===== config.mk =====
export PLATFORM = sky130hd
export DESIGN_NAME = multi_alarm_clock
export DESIGN_NICKNAME = d
export VERILOG_FILES = /design/src/rtl/multi_alarm_clock.sv
export SDC_FILE = /design/constraint.sdc
export NUM_CORES = 1
export LEC_CHECK = 0
export ABC_AREA = 0
export BUFFER_PORTS_ARGS = -buffer_cell sky130_fd_sc_hd__buf_2
export CAP_MARGIN = 20
export CORE_MARGIN = 4
export CORE_UTILIZATION = 60
export DETAILED_ROUTE_END_ITERATION = 10
export PLACE_DENSITY_LB_ADDON = 0.15
export SYNTH_ARGS = -nofsm -noshare
export SYNTH_HDL_FRONTEND = slang
export SYNTH_SLANG_ARGS = --single-unit

===== constraint.sdc =====
create_clock -name Pulse -period 3.7 [get_ports Pulse]
set_clock_uncertainty 0.2 [all_clocks]
set_input_delay 0.74 -clock Pulse [delete_from_list [all_inputs] [get_ports Pulse]]
set_output_delay 0.74 -clock Pulse [all_outputs]
set_load 0.01 [all_outputs]

===== src/rtl/multi_alarm_clock.sv =====
// Time-of-day / day-of-week clock with NA alarms sharing one ring/snooze FSM.
// Optional HOUR12_EN: 12-hour time display plus a Pm output.
module multi_alarm_clock #(
   parameter int NS         = 60,
   parameter int NM         = 60,
   parameter int NH         = 24,
   parameter int ND         = 7,
   parameter int NA         = 2,
   parameter int SNOOZE_MIN = 9,
   parameter int BUZZ_MAX   = 60,
   parameter int AW         = (NA > 1) ? $clog2(NA) : 1
) (
   input  logic          Pulse,
   input  logic          Reset,
   input  logic          Timeset,
   input  logic          Alarmset,
   input  logic [AW-1:0] Alarmsel,
   input  logic          Minadv,
   input  logic          Hrsadv,
   input  logic          Dayadv,
   input  logic [NA-1:0] Alarmon,
   input  logic          Snooze,
   input  logic          Stop,
   output logic [6:0]    TSec,
   output logic [2:0]    TDay,
   output logic [6:0]    DispMin,
   output logic [6:0]    DispHrs,
   output logic [AW-1:0] RingIdx,
   output logic [1:0]    State,
   output logic          Buzz
`ifdef HOUR12_EN
   ,
   output logic          Pm
`endif
);

   typedef enum logic [1:0] {
      IDLE   = 2'd0,
      RING   = 2'd1,
      SNOOZE = 2'd2
   } state_t;

   localparam logic [6:0]  NS_M1  = 7'(NS - 1);
   localparam logic [6:0]  NM_M1  = 7'(NM - 1);
   localparam logic [6:0]  NH_M1  = 7'(NH - 1);
   localparam logic [2:0]  ND_M1  = 3'(ND - 1);
   localparam logic [7:0]  BZ_M1  = 8'(BUZZ_MAX - 1);
   localparam logic [12:0] SNZ_LD = 13'(SNOOZE_MIN * NS - 1);
   localparam logic [AW:0] NA_W   = (AW + 1)'(NA);

   logic [6:0]    sec_q, sec_d, min_q, min_d, hrs_q, hrs_d;
   logic [2:0]    day_q, day_d;
   logic [6:0]    amin_q [NA];
   logic [6:0]    amin_d [NA];
   logic [6:0]    ahrs_q [NA];
   logic [6:0]    ahrs_d [NA];
   state_t        state_q, state_d;
   logic [AW-1:0] idx_q, idx_d, win, dsel;
   logic [7:0]    bcnt_q, bcnt_d;
   logic [12:0]   scnt_q, scnt_d;
   logic          smax, min_top, hrs_top, trig, sel_ok;
   logic [6:0]    dhrs;

   assign smax    = !Timeset && (sec_q == NS_M1);
   assign min_top = (min_q == NM_M1);
   assign hrs_top = (hrs_q == NH_M1);
   assign sel_ok  = ({1'b0, Alarmsel} < NA_W);

   // Set-mode advances wrap in place and never carry into the next field.
   always_comb begin
      sec_d = sec_q;
      min_d = min_q;
      hrs_d = hrs_q;
      day_d = day_q;
      if (!Timeset)
         sec_d = smax ? 7'd0 : sec_q + 7'd1;
      if (smax || (Timeset && Minadv))
         min_d = min_top ? 7'd0 : min_q + 7'd1;
      if ((smax && min_top) || (Timeset && Hrsadv))
         hrs_d = hrs_top ? 7'd0 : hrs_q + 7'd1;
      if ((smax && min_top && hrs_top) || (Timeset && Dayadv))
         day_d = (day_q == ND_M1) ? 3'd0 : day_q + 3'd1;
   end

   always_comb begin
      amin_d = amin_q;
      ahrs_d = ahrs_q;
      if (Alarmset && !Timeset && sel_ok) begin
         if (Minadv)
            amin_d[Alarmsel] = (amin_q[Alarmsel] == NM_M1) ?
                               7'd0 : amin_q[Alarmsel] + 7'd1;
         if (Hrsadv)
            ahrs_d[Alarmsel] = (ahrs_q[Alarmsel] == NH_M1) ?
                               7'd0 : ahrs_q[Alarmsel] + 7'd1;
      end
   end

   // Descending scan so the lowest matching index wins.
   always_comb begin
      trig = 1'b0;
      win  = '0;
      for (int i = NA - 1; i >= 0; i--) begin
         if (Alarmon[i] && !Timeset && sec_q == 7'd0 &&
             min_q == amin_q[i] && hrs_q == ahrs_q[i]) begin
            trig = 1'b1;
            win  = AW'(i);
         end
      end
   end

   always_comb begin
      state_d = state_q;
      idx_d   = idx_q;
      bcnt_d  = bcnt_q;
      scnt_d  = scnt_q;
      if (trig) begin
         state_d = RING;
         idx_d   = win;
         bcnt_d  = '0;
      end else begin
         unique case (state_q)
            RING: begin
               if (Stop || !Alarmon[idx_q]) begin
                  state_d = IDLE;
               end else if (Snooze) begin
                  state_d = SNOOZE;
                  scnt_d  = SNZ_LD;
               end else if (bcnt_q == BZ_M1) begin
                  state_d = IDLE;
               end else begin
                  bcnt_d = bcnt_q + 8'd1;
               end
            end
            SNOOZE: begin
               if (Stop || !Alarmon[idx_q]) begin
                  state_d = IDLE;
               end else if (scnt_q == '0) begin
                  state_d = RING;
                  bcnt_d  = '0;
               end else begin
                  scnt_d = scnt_q - 13'd1;
               end
            end
            default: ;
         endcase
      end
   end

   always_ff @(posedge Pulse or posedge Reset) begin
      if (Reset) begin
         sec_q   <= '0;
         min_q   <= '0;
         hrs_q   <= '0;
         day_q   <= '0;
         amin_q  <= '{default: '0};
         ahrs_q  <= '{default: '0};
         state_q <= IDLE;
         idx_q   <= '0;
         bcnt_q  <= '0;
         scnt_q  <= '0;
      end else begin
         sec_q   <= sec_d;
         min_q   <= min_d;
         hrs_q   <= hrs_d;
         day_q   <= day_d;
         amin_q  <= amin_d;
         ahrs_q  <= ahrs_d;
         state_q <= state_d;
         idx_q   <= idx_d;
         bcnt_q  <= bcnt_d;
         scnt_q  <= scnt_d;
      end
   end

   assign dsel    = sel_ok ? Alarmsel : '0;
   assign DispMin = Alarmset ? amin_q[dsel] : min_q;
   assign dhrs    = Alarmset ? ahrs_q[dsel] : hrs_q;
   assign TSec    = sec_q;
   assign TDay    = day_q;
   assign RingIdx = idx_q;
   assign State   = state_q;
   assign Buzz    = (state_q == RING);

`ifdef HOUR12_EN
   if (NH != 24) begin : g_nh_chk
      $error("HOUR12_EN requires NH == 24");
   end

   always_comb begin
      DispHrs = dhrs;
      if (!Alarmset) begin
         if (hrs_q == 7'd0)
            DispHrs = 7'd12;
         else if (hrs_q > 7'd12)
            DispHrs = hrs_q - 7'd12;
         else
            DispHrs = hrs_q;
      end
   end

   assign Pm = (dhrs >= 7'd12);
`else
   assign DispHrs = dhrs;
`endif

endmodule

# Yosys cells after proc, flatten, opt, wreduce, memory -nomap -nowiden

Index checks and enable logic that the tools add are counted.

Add/subtract/negate cells: 8
Magnitude comparators: 3
Eq/ne operators: 24
Multiplexer cells: 42
Bitwise operators: 2
Reduce and logical (&&, ||, !) cells: 31

Operators with widths:

| operator                                              | count |
|---|---|
| 2-to-1 mux 7 bit                                      | 14 |
| 2-to-1 mux 13 bit                                     | 4 |
| 2-to-1 mux 8 bit                                      | 6 |
| adder 7 x 1 -> 7 bit, second input constant           | 5 |
| bitwise mux 14 bit                                    | 2 |
| == test 7 bit                                         | 4 |
| case mux 13 bit (2 select lines)                      | 1 |
| == test 7 x 6 -> 1 bit, second input constant         | 3 |
| logical AND 1 bit                                     | 16 |
| case mux 8 bit (2 select lines)                       | 1 |
| == test 7 x 5 -> 1 bit, second input constant         | 2 |
| logical NOT 13 bit                                    | 1 |
| subtractor 13 x 1 -> 13 bit, second input constant    | 1 |
| 2-to-1 mux 2 bit                                      | 6 |
| inequality test 3 bit, second input constant          | 4 |
| AND reduction 6 bit                                   | 2 |
| adder 8 x 1 -> 8 bit, second input constant           | 1 |
| == test 8 x 6 -> 1 bit, second input constant         | 1 |
| inequality test 2 bit, second input constant          | 4 |
| demux 7 bit (select 1 bit)                            | 1 |
| logical NOT 7 bit                                     | 1 |
| 2-to-1 mux 1 bit                                      | 5 |
| inequality test 5 x 2 -> 1 bit, second input constant | 1 |
| logical OR 1 bit                                      | 4 |
| 18 further kinds                                      | 20 |

Bits in registers: 76
Output and inout port bits: 28
Logic and storage cells: 122

# Longest topological paths before layout

Gate-level depths: netlist of run 1.

Depth in word-level cells: 9
Mapped depth: 10
Depth with buffers taken out: 8

# Least setup slack after synthesis of run 1

OpenSTA, ideal clock, no wires.

Kind: input-to-reg
Start point: input Alarmsel
End point: register ahrs_q[6] (netlist bit)
Library setup time: 133 ps
Data arrival time: 2446 ps
Path slack: 921 ps
Stages on the path: 10
Buffers on the path: 2
Cells stage by stage: buf_2 -> buf_2 -> mux2i_1 -> inv_1 -> ha_1 -> inv_1 -> or3_1 -> nor3_1 -> xor2_1 -> o21ai_0

Longest elaborated chain between the ends: 7
Elaborated cells between the ends (all ways): 13
Classes of those cells: 1 x add/sub; 2 x order compare; 1 x eq/ne; 7 x mux; 1 x bitwise; 1 x reduce/logical

RTL lines:

| what                                                           | RTL line | RTL |
|---|---|---|
| start, declared                                                | 17       | `input logic [AW-1:0] Alarmsel,` |
| inverter 1 -> 2 bit (*)                                        | 93, 94   |  |
| 2-to-1 mux 7 bit (not written as such) (3 in series)           | 93, 94   |  |
| adder 7 x 1 -> 7 bit or == test 7 x 5 -> 1 bit (tied branches) | 94, 93   |  |
| 2-to-1 mux 7 bit                                               | 93       | `ahrs_d[Alarmsel] = (ahrs_q[Alarmsel] == NH_M1) ?` |
| bitwise mux 14 bit (*)                                         | 93       |  |
| end signal, assigned                                           | 167      | `ahrs_q <= ahrs_d;` |
| end, declared                                                  | 55       | `logic [6:0] ahrs_q [NA];` |

Every way passes the cells marked *; elsewhere a longest branch is shown, timed or not. The select of a mux whose other input is x is not followed.
A chain may end at the register's enable or synchronous reset.

# Final worst setup path of run 1

Start point: input Alarmsel
End point: output DispHrs[4]

Longest elaborated chain between the ends: 5

RTL lines:

| what                                                 | RTL line | RTL |
|---|---|---|
| inverter 1 -> 2 bit (not written as such)            | 177      | `assign dhrs = Alarmset ? ahrs_q[dsel] : hrs_q;` |
| 2-to-1 mux 7 bit (not written as such) (3 in series) | 177      |  |
| 2-to-1 mux 7 bit                                     | 177      |  |
| end, declared                                        | 27       | `output logic [6:0] DispHrs,` |

Every way passes these cells. The select of a mux whose other input is x is not followed.

==> metrics.md, run 1 <==
| Metric | Value |
|---|---|
| Hold Path Class | input pin to async pin |
| # clock sinks | 76 |
| Overall Global Routing Usage | 24.8% |
| Yosys reg bits | 76 |
| Die area | 9160 sq um |
| Clock H-tree levels | 3 |
| Final nets | 557 |
| First-pass GRT wire length | 17800 um |
| HPWL Detailed | 7220 um |
| Critical Path Max Stage Delay | 0.56 ns |
| XOR/XNOR share of the synthesized area | 8.73% |
| Synth Net Count | 535 |
| Resize count post-CTS | 0 |
| Main combinational cell family by area after synthesis | simple AND/OR/NAND/NOR gates |
| Synth Instances | 514 |
| Slowest cell on crit path | mux2i_1 |
| # rows | 31 |
| Synth Area in Adders | 2.44% |
| Post-Synth Simple-Gate Area | 22.7% |
| Power per standard cell area | 553 nW/um^2 |
| Layout cells sized above 1 | 14.8% |
| Vias | 3862 |
| Final ANT Viol Nets | 0 |
| Finished Cell Area | 5060 sq um |
| DR iter-0 viols | 207 |
| Final Hold Viols | 0 |
| Skew-Pair Late Insertion Delay | 0.34 ns |
| CP arrival | 2.02 ns |
| RSZ-0062 raised after global routing | no |
| Mux share of post-synthesis cell area | 5.42% |
| Crit. End Element | output port |
| Die X-Extent | 95.7 um |
| Synth cell types | 60 |
| Initial Util | 62.6% |
| DRC Markers | 0 |
| Number of enable flip-flop cells after synthesis | 0 |
| Clock transition at path regs | 0.07 ns |
| Worst slack at placement | 0.728 ns |
| Max_cap viols | 0 |
| Critical path origin | Alarmsel |
| Fillers | 601 |
| Avg Cell Area, Syn | 8.98 sq um |
| WS Path Type | input pin to output port |
| Ant diodes | 0 |
| Root Driver | clkbuf_8 |
| Layout area overhead | 9.54% |
| Worst Path Buf+Inv | 2 |
| Post-synthesis sequential area ratio | 41.2% |
| Post-CTS Hold Buffers | 0 |
| Placed Area | 4830 sq um |
| Largest net degree at the start of global routing | 54 |
| Crit Reg-Reg Startpoint | TSec[0]$_DFFE_PP0N_ |
| Drt first pass iters | 6 |
| CP Cell Sequence | buf_2 -> mux2i_1 -> a21oi_1 -> buf_2 |
| Period utilization | 80.1% |
| Post-synth ARST share | 100% |
| Synth Flop Type | dfrtp_1 |
| Global placer's final weighted congestion | 0.897 |
| Core area | 7370 sq um |
| LEAKAGE | 2.18 nW |
| Worst Max-Slew Pin Slew | 0.871 ns |
| Crit-path max FO | 18 |
| Outcome | complete, no violations |
| Number of port buffers | 39 |
| Routed WL | 10400 um |
| Drt via density | 6.05 |
| Max VDD drop | 0.347 mV |
| Rel. slew slack | 41.9% |
| Mapped cell area | 4620 sq um |
| CTS tree | done |
| CP startpoint kind | input pin |
| I/O Pins | 40 |
| Post-Route Utilization | 68.6% |
| TritonCTS Buffers | 9 |
| Fmax | 0.338 GHz |
| Max-slew violations | 0 |
| Vias in the first global route | 3685 |
| Setup TNS | 0 ns |
| Area of the multi-input gates | 2510 sq um |
| Critical path data required time | 2.76 ns |
| GRT overflow | 0 |
| Crit path max-delay family | buffers and inverters |
| Synth Area in Compound Gates | 15.2% |
| Setup bufs post-CTS | 0 |
| Final Critical Period | 2.96 ns |
| Die Ht | 95.7 um |
| Final Setup Violations | 0 |
| Ys Warns | 0 |
| Deepest clock path buffer count | 2 |
| Most frequent CP cell | buf_2 |
| Register area | 1900 sq um |
| Antenna violations before repair | 0 |
| Mean routed wirelength per cell | 16.4 um |
| Final worst slack | 0.738 ns |
==> metal layers <==
metal / vias to the layer above / track usage, % / share of wire (%)
met5: - / 0 / 0
met2: 106 / 40.0 / 49
met1: 1887 / 33.6 / 44
li1: 1848 / - / -
met3: 21 / 3.83 / 4.6
met4: 0 / 10.1 / 2.3
==> path summary, 6_finish.rpt <==
check / end / slack, ns / depth (start not counted)
setup / recovery: DispHrs[4] / 0.74 / 4
hold / removal: scnt_q[1]$_DFFE_PP0P_ / 0.23 / 2
setup reg to reg: min_q[2]$_DFFE_PP0P_ / 1.14 / 6
hold reg to reg: ahrs_q[9]$_DFFE_PP0P_ / 0.32 / 1
max in group asynchronous: TSec[0]$_DFFE_PP0N_ / 2.40 / 3
min in group Pulse: ahrs_q[9]$_DFFE_PP0P_ / 0.32 / 1
==> layout make-up <==
class | instances | area share [%]
clock buffer | 9 | 2.45
clock inverter | 5 | 2.03
inverter | 16 | 1.19
multi-input combinational | 391 | 49.7
sequential | 76 | 37.6
tap | 99 | 2.45
timing repair buffer | 42 | 4.55
==> where the power goes <==
| part | internal, mW | switching [mW] | leakage, nW | total (mW) |
|---|---|---|---|---|
| combinational | 0.377 | 0.408 | 1.07 | 0.785 |
| sequential | 0.992 | 0.277 | 0.995 | 1.27 |
| clock | 0.440 | 0.300 | 0.111 | 0.739 |
| total | 1.81 | 0.985 | 2.18 | 2.79 |
==> synthesized netlist by cell type, types with 8 or more instances <==
| cell | count | area, sq um |
|---|---|---|
| buf_2 | 18 | 90.1 |
| mux2_2 | 8 | 90.1 |
| a21oi_1 | 31 | 155 |
| nor3_1 | 13 | 65.1 |
| clkbuf_1 | 10 | 37.5 |
| inv_1 | 16 | 60.1 |
| nand2_1 | 54 | 203 |
| or3_1 | 8 | 50.1 |
| o21ai_0 | 33 | 165 |
| o31ai_1 | 21 | 158 |
| dfrtp_1 | 76 | 1900 |
| xor2_1 | 11 | 96.3 |
| nand4_1 | 10 | 62.6 |
| nor2_1 | 50 | 188 |
| nand3_1 | 13 | 65.1 |
| mux2i_1 | 16 | 160 |
| ha_1 | 9 | 113 |
| xnor2_1 | 35 | 307 |
==> kinds of logic after synthesis <==
kind of cell,after synthesis
AO/OA/AOI/OAI,113
XOR/XNOR,46
adder cells (fa/ha/maj),9
buffers and inverters,47
flip-flops,76
multiplexers,24
AND/OR/NAND/NOR,199
==> sequential cells by signal, summed over array words and instances (netlist names) <==
signal	cells
min_q	7
amin_q	14
State	2
RingIdx	1
scnt_q	13
bcnt_q	8
TSec	7
TDay	3
ahrs_q	14
hrs_q	7
==> cells in the final DEF, fill, tap and decap left out, drive strengths merged, types with 3 or more instances in the layout <==
cell type	netlist	layout
or2	4	4
o21ai	34	34
xnor2	35	35
nand2b	6	6
nor3	14	14
clkbuf	11	9
a31oi	6	6
nand4	10	10
nand3b	5	5
nor3b	3	3
buf	20	42
bufinv	0	3
nand3	13	13
nand2	55	55
mux2i	16	16
inv	16	16
or3	9	9
xor2	11	11
nand4b	4	4
a21oi	31	31
dfrtp	76	76
nor2b	5	5
mux2	8	8
a21o	6	6
and2	3	3
nor2	50	50
and3	5	5
nor4	8	8
o31ai	21	21
ha	9	9
==> metrics by stage <==
| stage | total power, mW | cells | hold slack (ns) |
|---|---|---|---|
| finish | 2.79 | 638 | 0.235 |
| global route | 2.99 | 638 | 0.271 |
| CTS | 2.81 | 638 | 0.245 |
| detailed placement | 2.06 | 624 | 0.303 |
| global placement | 2.03 | 624 | 0.289 |
| floorplan | 1.83 | 514 | 0.272 |
(Power assumes the default switching activity.)
==> run 2, diff against run 1 <==
--- a/config.mk
+++ b/config.mk
@@ -9,7 +9,7 @@
 export BUFFER_PORTS_ARGS = -buffer_cell sky130_fd_sc_hd__buf_2
 export CAP_MARGIN = 20
 export CORE_MARGIN = 4
-export CORE_UTILIZATION = 60
+export CORE_UTILIZATION = 54
 export DETAILED_ROUTE_END_ITERATION = 10
 export PLACE_DENSITY_LB_ADDON = 0.15
 export SYNTH_ARGS = -nofsm -noshare
==> constraint.sdc (replaced) <==
create_clock -name Pulse -period 2.6 [get_ports Pulse]
set_clock_uncertainty 0.2 [all_clocks]
set_input_delay 0.52 -clock Pulse [delete_from_list [all_inputs] [get_ports Pulse]]
set_output_delay 0.52 -clock Pulse [all_outputs]
set_load 0.01 [all_outputs]
==> metrics.md, run 2 (same netlist as run 1, synthesis figures left out) <==
| Metric | Value |
|---|---|
| Outcome | complete, no violations (unchanged) |
| CP arrival | 2.47 ns (was 2.02 ns) |
| Fmax | 0.412 GHz |
| Worst reg2reg path depth | 7 (was 6) |
| Final worst slack | 0.173 ns (was 0.738 ns) |
| # rows | 33 (was 31) |
| Die X-Extent | 100 um (was 95.7 um) |
| Rel. slew slack | 60.5% (was 41.9%) |
| Setup bufs post-CTS | 0 (unchanged) |
| LEAKAGE | 2.26 nW (was 2.18 nW) |
| WHS Endpoint | State[1]$_DFFE_PP0P_ |
| Commonest non-fill, non-tap cells in the layout | 76 x dfrtp_1, 54 x nand2_1, 50 x nor2_1, 39 x buf_2, 35 x xnor2_1 (unchanged) |
| Worst r2r dst | scnt_q[3]$_DFFE_PP0P_ (was min_q[2]$_DFFE_PP0P_) |
| CP Cell Sequence | xnor2_1 -> nand4_1 -> nor4_1 -> o21a_1 -> buf_4 -> nor3_1 -> o22a_1 (was buf_2 -> mux2i_1 -> a21oi_1 -> buf_2) |
| Initial Util | 55.9% (was 62.6%) |
| Period utilization | 93.3% |
| # clock sinks | 76 (unchanged) |
| RSZ-0062 raised after global routing | no (unchanged) |
| Root Driver | clkbuf_8 (unchanged) |
| Hold path start | Snooze |
| Post-Route Utilization | 63.0% (was 68.6%) |
| Setup TNS | 0 ns (unchanged) |
| Largest net degree at the start of global routing | 46 (was 54) |
| Deepest clock path buffer count | 2 (unchanged) |
| Layout area overhead | 12.7% (was 9.54%) |
| Final ANT Viol Nets | 0 (unchanged) |
| Core area | 8260 sq um (was 7370 sq um) |
| Final nets | 581 (was 557) |
| HPWL Detailed | 8150 um (was 7220 um) |
| Max_cap viols | 0 (unchanged) |
| Final Critical Period | 2.43 ns |
| Vias in the first global route | 3701 (was 3685) |
| Clock H-tree levels | 3 (unchanged) |
| Crit Reg-Reg Startpoint | hrs_q[1]$_DFFE_PP0P_ (was TSec[0]$_DFFE_PP0N_) |
| Antenna violations before repair | 0 (unchanged) |
| Die area | 10100 sq um (was 9160 sq um) |
| Internal reg-to-reg setup slack | 0.17 ns (was 1.14 ns) |
| TritonCTS Buffers | 9 (unchanged) |
| WS Path Type | register to register (was input pin to output port) |
| Max-slew violations | 0 (unchanged) |
| Drt first pass iters | 6 (unchanged) |
| Number of port buffers | 39 (unchanged) |
| Overall Global Routing Usage | 22.3% (was 24.8%) |
| Worst Max-Slew Pin Slew | 0.592 ns (was 0.871 ns) |
| Hold-critical path depth | 3 |
| Final Setup Violations | 0 (unchanged) |
| Vias | 3920 (was 3862) |
| Routed WL | 10900 um (was 10400 um) |
| Most common library cell in the layout ignoring fill and taps | dfrtp_1 (unchanged) |
| Crit. End Element | register (was output port) |
| Layout cells sized above 1 | 18.6% (was 14.8%) |
| Max VDD drop | 0.470 mV (was 0.347 mV) |
| DR iter-0 viols | 222 (was 207) |
| First-pass GRT wire length | 18100 um (was 17800 um) |
| Power per standard cell area | 744 nW/um^2 (was 553 nW/um^2) |
| CTS tree | done (unchanged) |
| Slowest cell on crit path | dfrtp_1 (was mux2i_1) |
| CP startpoint kind | register (was input pin) |
| I/O Pins | 40 (unchanged) |
| Critical path data required time | 2.64 ns (was 2.76 ns) |
| Global placer's final weighted congestion | 0.874 (was 0.897) |
| Largest regs | ahrs_q x14, amin_q x14, scnt_q x13 (unchanged) |
| Ant diodes | 0 (unchanged) |
| Skew-Pair Late Insertion Delay | 0.35 ns (was 0.34 ns) |
| Die Ht | 100 um (was 95.7 um) |
| Hold Path Class | input pin to register (was input pin to async pin) |
| Drt via density | 5.85 (was 6.05) |
| Crit-path max FO | 13 (was 18) |
| GRT overflow | 0 (unchanged) |
| DRC Markers | 0 (unchanged) |
| Worst slack at placement | 0.0862 ns (was 0.728 ns) |
| Mean routed wirelength per cell | 16.2 um (was 16.4 um) |
| Critical Path Max Stage Delay | 0.46 ns (was 0.56 ns) |
| Final Hold Viols | 0 (unchanged) |
| Clock transition at path regs | 0.09 ns (was 0.07 ns) |
## run 2: cell count changes in the layout (fill, tap and decap cells not counted), sizes merged
cell	change
buf	+23
bufinv	-3
clkbuf	+1
clkinv	+1
clkinvlp	+4
dlygate4sd3	+1
inv	-1
## run 2: report_power, final
group	switching (mW)	total, mW	internal (mW)
logic	0.661	1.28	0.619
registers	0.348	1.76	1.41
clock network	0.460	0.829	0.369
total	1.47	3.87	2.40
## run 2: metal layers
layer / global-route usage [%] / part of all wire (%) / wire [um]
met3: 2.98 / 4.2 / 461
met1: 31.4 / 46 / 4970
met5: 0 / 0 / 0
met4: 6.11 / 1.1 / 120
met2: 36.4 / 49 / 5330
## run 2: worst max-delay path, delay by kind of cell (launching register included)
| kind | cells | cell delay, ns |
|---|---|---|
| buffers and inverters | 1 | 0.24 |
| xor gates and xnor gates | 1 | 0.28 |
| DFF | 1 | 0.46 |
| AOI/OAI and AO/OA | 2 | 0.53 |
| and+or+nand+nor | 3 | 0.62 |
## run 2: area by class of cell
cell class | count | area [sq um]
Clock buffer | 10 | 138
Clock inverter | 6 | 40.0
Fill cell | 707 | 3060
Inverter | 16 | 63.8
Multi-Input combinational cell | 391 | 2510
Sequential cell | 76 | 1900
Tap cell | 105 | 131
Timing Repair Buffer | 66 | 413
## run 2: per-stage QoR
step                hold WS, ns  power [mW]  instance area (sq um)  instances
detailed placement        0.292        3.06                   5010        653
finish                    0.309        3.87                   5200        670
global route              0.330        4.12                   5200        670
floorplan                 0.272        2.60                   4620        514
global placement          0.291        3.01                   5010        653
CTS                       0.298        3.89                   5200        670
## run 2: timing repair
action                                 CTS  global route
resized for setup                        0             0
endpoints found under the hold margin    9             0
hold buffers                             1             0
## run 2: worst max-delay path by stage
stage	from	endpoint	slack (ns)	depth (start not counted)
floorplan	Alarmsel	ahrs_q[6]$_DFFE_PP0P_	0.04	10
global placement	Alarmsel	amin_q[11]$_DFFE_PP0P_	0.20	8
detailed placement	Alarmsel	amin_q[4]$_DFFE_PP0P_	0.09	8
CTS	Alarmsel	DispMin[4]	0.20	5
global route	hrs_q[1]$_DFFE_PP0P_	scnt_q[7]$_DFFE_PP0P_	0.009	6
finish	hrs_q[1]$_DFFE_PP0P_	scnt_q[3]$_DFFE_PP0P_	0.17	7
==> run 3, diff against run 2 <==
--- a/config.mk
+++ b/config.mk
@@ -6,11 +6,12 @@
 export NUM_CORES = 1
 export LEC_CHECK = 0
 export ABC_AREA = 0
-export BUFFER_PORTS_ARGS = -buffer_cell sky130_fd_sc_hd__buf_2
 export CAP_MARGIN = 20
 export CORE_MARGIN = 4
-export CORE_UTILIZATION = 54
+export CORE_UTILIZATION = 58
+export CTS_CLUSTER_SIZE = 20
 export DETAILED_ROUTE_END_ITERATION = 10
+export DONT_BUFFER_PORTS = 1
 export PLACE_DENSITY_LB_ADDON = 0.15
 export SYNTH_ARGS = -nofsm -noshare
 export SYNTH_HDL_FRONTEND = slang
==> metrics.md, run 3 (same netlist as run 1, synthesis figures left out) <==
| Metric | Value |
|---|---|
| Critical path data required time | 2.61 ns (was 2.64 ns) |
| Most common library cell in the layout ignoring fill and taps | dfrtp_1 (unchanged) |
| Worst slack at placement | 0.221 ns (was 0.0862 ns) |
| Hold slack | 0.0888 ns (was 0.309 ns) |
| Register share of total power | 45.3% (was 45.5%) |
| Antenna violations before repair | 0 (unchanged) |
| Hold Path Class | input pin to register (unchanged) |
| CTS tree | done (unchanged) |
| Layout cells sized above 1 | 11.0% (was 18.6%) |
| Rel. slew slack | 55.6% (was 60.5%) |
| Crit. End Element | register (unchanged) |
| Initial Util | 59.7% (was 55.9%) |
| RSZ-0062 raised after global routing | no (unchanged) |
| Max VDD drop | 0.459 mV (was 0.470 mV) |
| Outcome | complete, no violations (unchanged) |
| Worst Path Buf+Inv | 0 (was 1) |
| DR iter-0 viols | 258 (was 222) |
| Switching part of the total power | 34.3% (was 38.0%) |
| Post-Route Utilization | 64.9% (was 63.0%) |
| Layout area overhead | 8.65% (was 12.7%) |
| Final nets | 534 (was 581) |
| GRT overflow | 0 (unchanged) |
| Vias in the first global route | 3551 (was 3701) |
| Critical path origin | min_q[4]$_DFFE_PP0P_ (was hrs_q[1]$_DFFE_PP0P_) |
| CP startpoint kind | register (unchanged) |
| I/O Pins | 40 (unchanged) |
| Overall Global Routing Usage | 22.3% (about the same) |
| Commonest non-fill, non-tap cells in the layout | 76 x dfrtp_1, 54 x nand2_1, 50 x nor2_1, 35 x xnor2_1, 33 x o21ai_0 (was 76 x dfrtp_1, 54 x nand2_1, 50 x nor2_1, 39 x buf_2, 35 x xnor2_1) |
| Drt via density | 5.92 (was 5.85) |
| Setup TNS | 0 ns (unchanged) |
| First-pass GRT wire length | 17300 um (was 18100 um) |
| Net Switching | 1.35 mW (was 1.47 mW) |
| Max_cap viols | 0 (unchanged) |
| Largest regs | ahrs_q x14, amin_q x14, scnt_q x13 (unchanged) |
| Crit path max-delay family | simple AND/OR/NAND/NOR gates (unchanged) |
| Crit-path max FO | 10 (was 13) |
| Resize count post-CTS | 0 (unchanged) |
| Global placer's final weighted congestion | 0.848 (was 0.874) |
| Power per standard cell area | 787 nW/um^2 (was 744 nW/um^2) |
| Largest net degree at the start of global routing | 77 (was 46) |
| Die X-Extent | 97.2 um (was 100 um) |
| Root Driver | clkbuf_8 (unchanged) |
| # clock sinks | 76 (unchanged) |
| WS Path Type | register to register (unchanged) |
| CP Cell Sequence | xnor2_1 -> nand4_1 -> nor4_1 -> o21a_1 -> or3_1 -> o21ai_0 (was xnor2_1 -> nand4_1 -> nor4_1 -> o21a_1 -> buf_4 -> nor3_1 -> o22a_1) |
| Drt first pass iters | 5 (was 6) |
| Core area | 7730 sq um (was 8260 sq um) |
| DRC Markers | 0 (unchanged) |
| Clock H-tree levels | 3 (unchanged) |
| # rows | 32 (was 33) |
| Critical Path Max Stage Delay | 0.47 ns (was 0.46 ns) |
| Deepest clock path buffer count | 2 (unchanged) |
| Hold path start | Timeset (was Snooze) |
| Final ANT Viol Nets | 0 (unchanged) |
| Vias | 3671 (was 3920) |
| Comb pwr share | 26.2% (was 33.1%) |
| Ant diodes | 0 (unchanged) |
| Slowest cell on crit path | dfrtp_1 (unchanged) |
| Number of port buffers | 0 (was 39) |
| LEAKAGE | 2.10 nW (was 2.26 nW) |
| Final Setup Violations | 0 (unchanged) |
| Clock transition at path regs | 0.08 ns (was 0.09 ns) |
| Crit Reg-Reg Startpoint | min_q[4]$_DFFE_PP0P_ (was hrs_q[1]$_DFFE_PP0P_) |
| CP arrival | 2.44 ns (was 2.47 ns) |
| Pint | 2.60 mW (was 2.40 mW) |
| Max-slew violations | 0 (unchanged) |
| Routed WL | 10300 um (was 10900 um) |
| Die area | 9450 sq um (was 10100 sq um) |
| Final Hold Viols | 0 (unchanged) |
| Final worst slack | 0.172 ns (was 0.173 ns) |
| Skew-Pair Late Insertion Delay | 0.35 ns (about the same) |
| Period utilization | 93.4% (was 93.3%) |
| Worst Max-Slew Pin Slew | 0.665 ns (was 0.592 ns) |
| Fmax | 0.412 GHz (about the same) |
| TritonCTS Buffers | 9 (unchanged) |
| HPWL Detailed | 7390 um (was 8150 um) |
| Share of power burned in the clock network | 28.4% (was 21.4%) |
| Final Critical Period | 2.43 ns (about the same) |
| Die Ht | 97.2 um (was 100 um) |
| Mean routed wirelength per cell | 16.5 um (was 16.2 um) |
-- run 3: cell types whose count changed in the layout (fill, tap and decap cells not counted), sizes merged --
cell / change
buf: -47
bufinv: +3
clkinv: -1
clkbuf: +2
clkinvlp: -4
-- run 3: power groups by stage --
stage | logic (mW) | registers (mW) | clock network [mW]
3_3_place_gp | 1.02 | 1.80 | 0
4_1_cts | 1.04 | 1.79 | 1.14
3_5_place_dp | 1.04 | 1.81 | 0
5_1_grt | 1.18 | 1.84 | 1.20
2_1_floorplan | 0.957 | 1.64 | 0
6_report | 1.04 | 1.79 | 1.12
-- run 3: area by class of cell --
class,count,area (sq um)
clock buffers,12,155
clock inverters,4,95.1
fillers,660,2710
inverters,16,63.8
multi-input cells,391,2510
flip-flops and latches,76,1900
well taps,102,128
repair buffers,19,158
-- run 3: through the flow --
step	instance area (sq um)	power [mW]	instances
5_1_grt	5010	4.22	620
2_1_floorplan	4620	2.60	514
6_report	5010	3.95	620
3_3_place_gp	4750	2.81	603
4_1_cts	5010	3.97	620
3_5_place_dp	4750	2.84	603
-- run 3: worst paths after layout --
path / endpoint / slack, ns / cells after the start
setup / recovery: scnt_q[7]$_DFFE_PP0P_ / 0.17 / 6
hold / removal: TSec[0]$_DFFE_PP0N_ / 0.09 / 1
setup reg to reg: scnt_q[7]$_DFFE_PP0P_ / 0.17 / 6
hold reg to reg: scnt_q[12]$_DFFE_PP0P_ / 0.31 / 1
max in group asynchronous: bcnt_q[2]$_DFFE_PP0P_ / 1.31 / 3
min in group asynchronous: TSec[3]$_DFFE_PP0N_ / 0.54 / 3
-- run 3: layer usage --
layer | vias to the layer above | track usage, % | wire length (um)
met2 | 82 | 34.3 | 4780
met1 | 1764 | 32.2 | 4880
met4 | 0 | 6.05 | 131
met5 | - | 0 | 0
li1 | 1811 | - | -
met3 | 14 | 4.52 | 458
-- run 3: timing repair --
action | CTS | global route
hold endpoints to repair | 76 | 0
hold buffers | 1 | 0
buffers inserted | 0 | 0
endpoints found under the setup margin | 0 | 0
